File: config.mk
export PLATFORM = sky130hd
export DESIGN_NAME = arrhythmia_infer_sched_flat
export DESIGN_NICKNAME = d
export VERILOG_FILES = /design/src/rtl/arrhythmia_infer_sched_if.sv /design/src/rtl/arrhythmia_infer_sched.sv /design/src/flat_wrapper.sv
export SDC_FILE = /design/constraint.sdc
export NUM_CORES = 1
export LEC_CHECK = 0
export ABC_AREA = 1
export BUFFER_PORTS_ARGS = -buffer_cell sky130_fd_sc_hd__buf_2
export CORE_AREA = 4 4 168 170
export DETAILED_ROUTE_END_ITERATION = 8
export DIE_AREA = 0 0 172 174
export PLACE_DENSITY = 0.68
export SLEW_MARGIN = 5
export SYNTH_ARGS = -nofsm -noshare
export SYNTH_HDL_FRONTEND = slang
export SYNTH_SLANG_ARGS = --single-unit
export TNS_END_PERCENT = 30
File: constraint.sdc
create_clock -name clk -period 1.8 [get_ports clk]
set_input_delay 0.27 -clock clk [delete_from_list [all_inputs] [get_ports clk]]
set_output_delay 0.27 -clock clk [all_outputs]
set_load 0.02 [all_outputs]
File: src/rtl/arrhythmia_infer_sched_if.sv
// Frame-in / result-out handshake bundle for arrhythmia_infer_sched.
//   in_valid/in_ready/in_x     : frame offer (sample 0 in MSBs)
//   res_valid/res_ready/res_*  : classification result and raw scores
// With ARR_SCHED_ACC_EN defined, in_label (ground truth) and res_match are added.
// Modports: master = frame source / result sink, slave = scheduler.
interface arrhythmia_infer_sched_if #(
    parameter int unsigned BITSIZE = 16,
    parameter int unsigned NSAMP   = 10
);
    logic                       in_valid;
    logic                       in_ready;
    logic [BITSIZE*NSAMP-1:0]   in_x;
    logic                       res_valid;
    logic                       res_ready;
    logic                       res_class;
    logic [BITSIZE-1:0]         res_y1;
    logic [BITSIZE-1:0]         res_y2;
    logic                       res_timeout;
`ifdef ARR_SCHED_ACC_EN
    logic                       in_label;
    logic                       res_match;
`endif

    modport master (
        output in_valid, in_x, res_ready,
        input  in_ready, res_valid, res_class, res_y1, res_y2, res_timeout
`ifdef ARR_SCHED_ACC_EN
        , output in_label
        , input  res_match
`endif
    );

    modport slave (
        input  in_valid, in_x, res_ready,
        output in_ready, res_valid, res_class, res_y1, res_y2, res_timeout
`ifdef ARR_SCHED_ACC_EN
        , input  in_label
        , output res_match
`endif
    );
endinterface

File: src/rtl/arrhythmia_infer_sched.sv
// Sequencer around the arrhythmia inference core: accepts a frame, pulses the
// core reset, holds the frame on the core inputs, waits for done (with timeout),
// classifies {y1,y2} (class 1 iff y1 > y2, sign-magnitude) and returns the result.
// Ports:
//   clk, reset (async, active low)
//   bus         : frame/result handshake (slave modport)
//   core_reset  : active-high reset to the core, core_x: frame to the core
//   core_y      : {y1,y2} from the core, core_done: core done level
//   busy        : scheduler not idle
//   stat_*      : saturating counters of delivered results, class-1 results, timeouts
// Optional macro ARR_SCHED_ACC_EN adds in_label/res_match on bus and stat_correct.
module arrhythmia_infer_sched #(
    parameter int unsigned BITSIZE    = 16,
    parameter int unsigned NSAMP      = 10,
    parameter int unsigned CLR_CYCLES = 2,
    parameter int unsigned TIMEOUT    = 1023,
    parameter int unsigned CNT_W      = 16
) (
    input  logic                       clk,
    input  logic                       reset,
    arrhythmia_infer_sched_if.slave    bus,
    output logic                       core_reset,
    output logic [BITSIZE*NSAMP-1:0]   core_x,
    input  logic [2*BITSIZE-1:0]       core_y,
    input  logic                       core_done,
    output logic                       busy,
    output logic [CNT_W-1:0]           stat_frames,
    output logic [CNT_W-1:0]           stat_class1,
    output logic [CNT_W-1:0]           stat_tmo
`ifdef ARR_SCHED_ACC_EN
    , output logic [CNT_W-1:0]         stat_correct
`endif
);
    localparam int unsigned CW = (CLR_CYCLES > 1) ? $clog2(CLR_CYCLES) : 1;
    localparam int unsigned TW = (TIMEOUT > 1) ? $clog2(TIMEOUT) : 1;

    typedef enum logic [2:0] {IDLE, CLR, RUN, CMP, OUT} state_t;

    state_t         state;
    logic [CW-1:0]  clr_cnt;
    logic [TW-1:0]  tmo_cnt;
`ifdef ARR_SCHED_ACC_EN
    logic           label;
`endif

    // Sign-magnitude a > b; +0 and -0 compare equal.
    function automatic logic sm_gt(input logic [BITSIZE-1:0] a, input logic [BITSIZE-1:0] b);
        logic [BITSIZE-2:0] ma;
        logic [BITSIZE-2:0] mb;
        logic               an;
        logic               bn;
        ma = a[BITSIZE-2:0];
        mb = b[BITSIZE-2:0];
        an = a[BITSIZE-1] && (ma != '0);
        bn = b[BITSIZE-1] && (mb != '0);
        if (an != bn)
            sm_gt = bn;
        else if (!an)
            sm_gt = (ma > mb);
        else
            sm_gt = (ma < mb);
    endfunction

    // Saturating increment.
    function automatic logic [CNT_W-1:0] sat_inc(input logic [CNT_W-1:0] c, input logic en);
        sat_inc = (en && (c != '1)) ? c + CNT_W'(1) : c;
    endfunction

    // Sequencer FSM with registered outputs.
    always_ff @(posedge clk or negedge reset) begin
        if (!reset) begin
            state           <= IDLE;
            clr_cnt         <= '0;
            tmo_cnt         <= '0;
            core_reset      <= 1'b1;
            core_x          <= '0;
            busy            <= 1'b0;
            bus.in_ready    <= 1'b1;
            bus.res_valid   <= 1'b0;
            bus.res_class   <= 1'b0;
            bus.res_y1      <= '0;
            bus.res_y2      <= '0;
            bus.res_timeout <= 1'b0;
            stat_frames     <= '0;
            stat_class1     <= '0;
            stat_tmo        <= '0;
`ifdef ARR_SCHED_ACC_EN
            label           <= 1'b0;
            bus.res_match   <= 1'b0;
            stat_correct    <= '0;
`endif
        end else begin
            case (state)
                IDLE: begin
                    if (bus.in_valid && bus.in_ready) begin
                        core_x          <= bus.in_x;
`ifdef ARR_SCHED_ACC_EN
                        label           <= bus.in_label;
`endif
                        clr_cnt         <= '0;
                        bus.in_ready    <= 1'b0;
                        bus.res_timeout <= 1'b0;
                        busy            <= 1'b1;
                        state           <= CLR;
                    end
                end
                CLR: begin
                    if (clr_cnt == CW'(CLR_CYCLES - 1)) begin
                        core_reset <= 1'b0;
                        tmo_cnt    <= '0;
                        state      <= RUN;
                    end else begin
                        clr_cnt <= clr_cnt + CW'(1);
                    end
                end
                RUN: begin
                    // tmo_cnt==0 marks the first RUN cycle, where done may be stale.
                    if ((tmo_cnt != '0) && core_done) begin
                        bus.res_y1 <= core_y[2*BITSIZE-1:BITSIZE];
                        bus.res_y2 <= core_y[BITSIZE-1:0];
                        state      <= CMP;
                    end else if (tmo_cnt == TW'(TIMEOUT - 1)) begin
                        bus.res_timeout <= 1'b1;
                        bus.res_y1      <= '0;
                        bus.res_y2      <= '0;
                        state           <= CMP;
                    end else begin
                        tmo_cnt <= tmo_cnt + TW'(1);
                    end
                end
                CMP: begin
                    // Zeroed scores on timeout compare equal, forcing class 0.
                    bus.res_class <= sm_gt(bus.res_y1, bus.res_y2);
`ifdef ARR_SCHED_ACC_EN
                    bus.res_match <= !bus.res_timeout && (sm_gt(bus.res_y1, bus.res_y2) == label);
`endif
                    bus.res_valid <= 1'b1;
                    state         <= OUT;
                end
                OUT: begin
                    if (bus.res_ready) begin
                        stat_frames   <= sat_inc(stat_frames, 1'b1);
                        stat_class1   <= sat_inc(stat_class1, bus.res_class);
                        stat_tmo      <= sat_inc(stat_tmo, bus.res_timeout);
`ifdef ARR_SCHED_ACC_EN
                        stat_correct  <= sat_inc(stat_correct, bus.res_match);
`endif
                        bus.res_valid <= 1'b0;
                        bus.in_ready  <= 1'b1;
                        core_reset    <= 1'b1;
                        busy          <= 1'b0;
                        state         <= IDLE;
                    end
                end
                default: state <= IDLE;
            endcase
        end
    end
endmodule

File: src/flat_wrapper.sv
// flat-port wrapper written by rule: the top's interface ports become plain ports
module arrhythmia_infer_sched_flat 
#(
    parameter int unsigned BITSIZE    = 16,
    parameter int unsigned NSAMP      = 10,
    parameter int unsigned CLR_CYCLES = 2,
    parameter int unsigned TIMEOUT    = 1023,
    parameter int unsigned CNT_W      = 16
)
  (clk, reset, core_reset, core_x, core_y, core_done, busy, stat_frames, stat_class1, stat_tmo, bus_in_valid, bus_in_x, bus_res_ready, bus_in_ready, bus_res_valid, bus_res_class, bus_res_y1, bus_res_y2, bus_res_timeout);
  arrhythmia_infer_sched_if #(.BITSIZE(BITSIZE), .NSAMP(NSAMP)) bus_i ();
  input  logic clk;
  input  logic reset;
  output logic core_reset;
  output logic [BITSIZE*NSAMP-1:0] core_x;
  input  logic [2*BITSIZE-1:0] core_y;
  input  logic core_done;
  output logic busy;
  output logic [CNT_W-1:0] stat_frames;
  output logic [CNT_W-1:0] stat_class1;
  output logic [CNT_W-1:0] stat_tmo;
  input wire logic [$bits(bus_i.in_valid)-1:0] bus_in_valid;
  input wire logic [$bits(bus_i.in_x)-1:0] bus_in_x;
  input wire logic [$bits(bus_i.res_ready)-1:0] bus_res_ready;
  output wire logic [$bits(bus_i.in_ready)-1:0] bus_in_ready;
  output wire logic [$bits(bus_i.res_valid)-1:0] bus_res_valid;
  output wire logic [$bits(bus_i.res_class)-1:0] bus_res_class;
  output wire logic [$bits(bus_i.res_y1)-1:0] bus_res_y1;
  output wire logic [$bits(bus_i.res_y2)-1:0] bus_res_y2;
  output wire logic [$bits(bus_i.res_timeout)-1:0] bus_res_timeout;
  assign bus_i.in_valid = bus_in_valid;
  assign bus_i.in_x = bus_in_x;
  assign bus_i.res_ready = bus_res_ready;
  assign bus_in_ready = bus_i.in_ready;
  assign bus_res_valid = bus_i.res_valid;
  assign bus_res_class = bus_i.res_class;
  assign bus_res_y1 = bus_i.res_y1;
  assign bus_res_y2 = bus_i.res_y2;
  assign bus_res_timeout = bus_i.res_timeout;
  arrhythmia_infer_sched #(.BITSIZE(BITSIZE), .NSAMP(NSAMP), .CLR_CYCLES(CLR_CYCLES), .TIMEOUT(TIMEOUT), .CNT_W(CNT_W)) u_core (.clk(clk), .reset(reset), .bus(bus_i), .core_reset(core_reset), .core_x(core_x), .core_y(core_y), .core_done(core_done), .busy(busy), .stat_frames(stat_frames), .stat_class1(stat_class1), .stat_tmo(stat_tmo));
endmodule
==> reports/qor.yml <==
outcome:
  status: "finished clean"
placed_design:
  place_area_sq_um: 14460
  pre_cts_slack_ns: 0.07647
  io_buffers: 442
  dpl.hpwl_um: 26940
  gp_congestion: 0.9364
power:
  p_leak_nw: 9.967
  vdd_drop_max_uv: 567.8
  power_density_nw_per_um2: 701.2
critical_path:
  cp-end-kind: "register"
  crit_top_cell: "nand2_1"
  ff2ff_path_depth: 10
  path_max_fanout: 17
  crit_family: "simple AND/OR/NAND/NOR gates"
  worstPathRequired_ns: 2.24
  cp.buffers_inverters: 1
  r2r_end: "u_core.stat_tmo[12]"
  arrival_ns: 2.11
  crit_chain: "ha_2 -> nand3_2 -> nor2_4 -> nand2_1 -> nor2_2 -> nand2_1 -> nand2_2 -> inv_2 -> nand3b_1 -> nand2_1"
  critPathKind: "register to register"
  reg2reg_slack_ns: 0.13
  max_stage_delay_ns: 0.39
  worstSetupStartpointType: "register"
  slowest_stage: "dfrtp_1"
  r2r_start: "u_core.stat_tmo[0]"
clock_network:
  cts_sinks: 260
  cts_tree: "done"
  clockBufferDepth: 3
  h-tree-depth: 1
  path_clk_slew_ns: 0.06
  cts_buffers: 28
  clock_latency_ns: 0.54
  cts_root_buf: "clkbuf_16"
layout:
  syn2layout_area_growth_pct: 50.42
  fin_area_sq_um: 17380
  layout.nets: 2262
  drive_gt1_share_pct: 27.73
  fill_cells: 2097
  final_core_util_pct: 65.02
detailed_routing:
  drt-wirelength-per-cell_um: 16.75
  vias: 11820
  via_per_inst: 4.918
  drcViolationCount: 0
  drt-total-wl_um: 40260
  dr.pass1.iters: 5
  ant_nets: 0
  drtIter0Drc: 886
yosys:
  yosys-top-cells-area: "dfrtp_1 56%, nand2_1 23%, inv_1 2.8%"
  synth_cell_type_count: 33
  synthAdderAreaFrac_pct: 2.274
  yosys_warnings: 0
  synth.avg_cell_area_sq_um: 8.371
  synth-xor-area-share_pct: 2.805
  synth_top_family_by_area: "simple AND/OR/NAND/NOR gates"
  synthSimpleGateAreaFrac_pct: 29.43
  yosysTopAreaCell: "dfrtp_1"
  synthMuxAreaShare_pct: 0
  synthCells: 1380
  synthesis.nets: 1598
  syn-cell-area_sq_um: 11550
  yosysSeqAreaShare_pct: 56.34
  ys_seq_elements: 260
  synth_compound_gate_area_share_pct: 3.596
  yosysTopAreaCellShare_pct: 55.89
timing:
  fin_crit_sh_pct: 92.97
  period_minus_slack_ns: 1.673
  relSlewSlack_pct: 63.34
  tightest_slew_ns: 0.5458
  rsz0062_at_grt: "yes"
  fin_ws_ns: 0.1266
  fmax_mhz: 597.6
  clock_skew_ns: 0.01541
  slew_viol_final: 0
  setup_violations: 0
  hold_violations: 0
run:
  drv_cap: 0
hold_path:
  worst_hold_path.num_cells: 3
  hold_class: "input pin to register"
  whs_endpoint: "u_core.core_x[151]"
  hold_start: "bus_in_x[151]"
global_routing:
  grt_antenna_before_repair: 4
  grt_pass1_vias: 12210
  grt_use_total_pct: 25.78
  grt_max_degree: 59
  gr-total-overflow: 0
  grt_pass1_wl_um: 62890
floorplan:
  fp.dieArea_sq_um: 29930
  die_x_um: 172
  fp.dieH_um: 174
  ios: 443
  start_util_pct: 43.23
  fp.coreArea_sq_um: 26730
  rows: 60
[synth_stat cells (all sizes together)]
| library cell | instances |
|---|---|
| nor3 | 24 |
| xor2 | 33 |
| buf | 40 |
| nand3b | 5 |
| clkbuf | 8 |
| nand2 | 698 |
| dfstp | 2 |
| o21ai | 64 |
| ha | 21 |
| o211a | 1 |
| xnor2 | 4 |
| nor4 | 4 |
| inv | 95 |
| dfrtp | 258 |
| a21oi | 7 |
| o21a | 1 |
| nand4 | 15 |
| nor2 | 48 |
| a2bb2oi | 1 |
| nand3 | 51 |
[power breakdown]
| group | switching [W] | leakage (nW) | internal [W] |
|---|---|---|---|
| registers | 0 | 3.51 | 0.00585 |
| clock network | 0.00233 | 0.430 | 0.00327 |
| logic | 0.000286 | 6.03 | 0.000457 |
| total | 0.00261 | 9.97 | 0.00957 |
[through the flow]
stage	instances	hold slack [ns]	total power [W]	setup TNS, ns
3_3_place_gp	2158	0.2656	0.006347	0
6_report	2403	0.04121	0.01219	0
4_1_cts	2396	0.004718	0.01230	0
5_1_grt	2403	0.02832	0.01261	-0.2089
3_5_place_dp	2158	0.2649	0.006347	0
2_1_floorplan	1380	-0.02559	0.005955	0
[tightest hold or removal path, cell delays in order]
cell     delay (ns)
buf_2          0.12
nand2_1        0.08
nand2_1        0.07
[worst max-delay path by stage]
stage | from | to | slack (ns) | cells past startpoint
after floorplan | u_core.stat_class1[0] | u_core.stat_class1[3] | 0.005 | 9
after global placement | u_core.tmo_cnt[1] | u_core.bus.res_timeout | 0.11 | 8
after detailed placement | u_core.tmo_cnt[1] | u_core.bus.res_timeout | 0.08 | 8
after CTS | u_core.tmo_cnt[1] | u_core.bus.res_y2[13] | 0.04 | 9
after global routing | u_core.stat_frames[1] | u_core.stat_frames[5] | -0.03 | 10
final | u_core.stat_tmo[0] | u_core.stat_tmo[12] | 0.13 | 10
[metal layers]
metal  track usage, %  vias up  part of all wire (%)
met1            32.10     5504                    39
li1                 -     5608                     -
met3            5.913      134                   8.7
met2            42.49      571                    48
met5                0        -                 0.017
met4            11.89        2                   4.9
[cells in the final DEF, fill, tap and decap left out, drive strengths merged]
cell type / n
a2bb2oi: 1
dfrtp: 258
nor4: 4
nor3: 24
clkinv: 6
nand2: 698
dfstp: 2
nand3: 51
ha: 21
o21a: 1
nand4: 15
bufinv: 2
buf: 488
xor2: 33
xnor2: 4
o211a: 1
o21ai: 64
clkbuf: 37
nor2: 48
clkinvlp: 2
dlygate4sd3: 193
inv: 94
nand3b: 5
diode: 3
a21oi: 7
[final cells by class]
cell class | count | area (sq um) | area share (%)
well taps | 341 | 426.7 | 2.455
repair buffers | 682 | 4748 | 27.33
clock inverters | 9 | 97.59 | 0.5616
diodes | 3 | 7.507 | 0.04320
inverters | 95 | 375.4 | 2.160
multi-input cells | 977 | 4439 | 25.55
clock buffers | 36 | 772.0 | 4.443
flip-flops and latches | 260 | 6510 | 37.46
[flip-flops by register name, summed over array words and instances, names as in the netlist]
signal	flops
u_core.stat_tmo	16
u_core.bus.in_ready	1
u_core.stat_frames	16
u_core.tmo_cnt	10
u_core.clr_cnt	1
u_core.bus.res_class	1
u_core.busy	1
u_core.stat_class1	16
u_core.bus.res_y2	16
u_core.bus.res_valid	1
u_core.bus.res_timeout	1
u_core.core_reset	1
u_core.core_x	160
u_core.bus.res_y1	16
u_core.state	3
[logic make-up (layout without fill, tap and decap cells)]
| family | after synthesis | after routing |
|---|---|---|
| buf+inv | 143 | 822 |
| other cells | 0 | 3 |
| xor+xnor | 37 | 37 |
| compound gates | 74 | 74 |
| simple gates | 845 | 845 |
| flops | 260 | 260 |
| fa+ha+maj | 21 | 21 |
[repair_timing]
action | in CTS | in global routing
endpoints found under the setup margin | 0 | 208
setup buffers | 0 | 3
gates resized for setup | 0 | 17
hold endpoints to repair | 239 | 0
hold buffers | 193 | 0
Power figures use the tool's default switching activity.
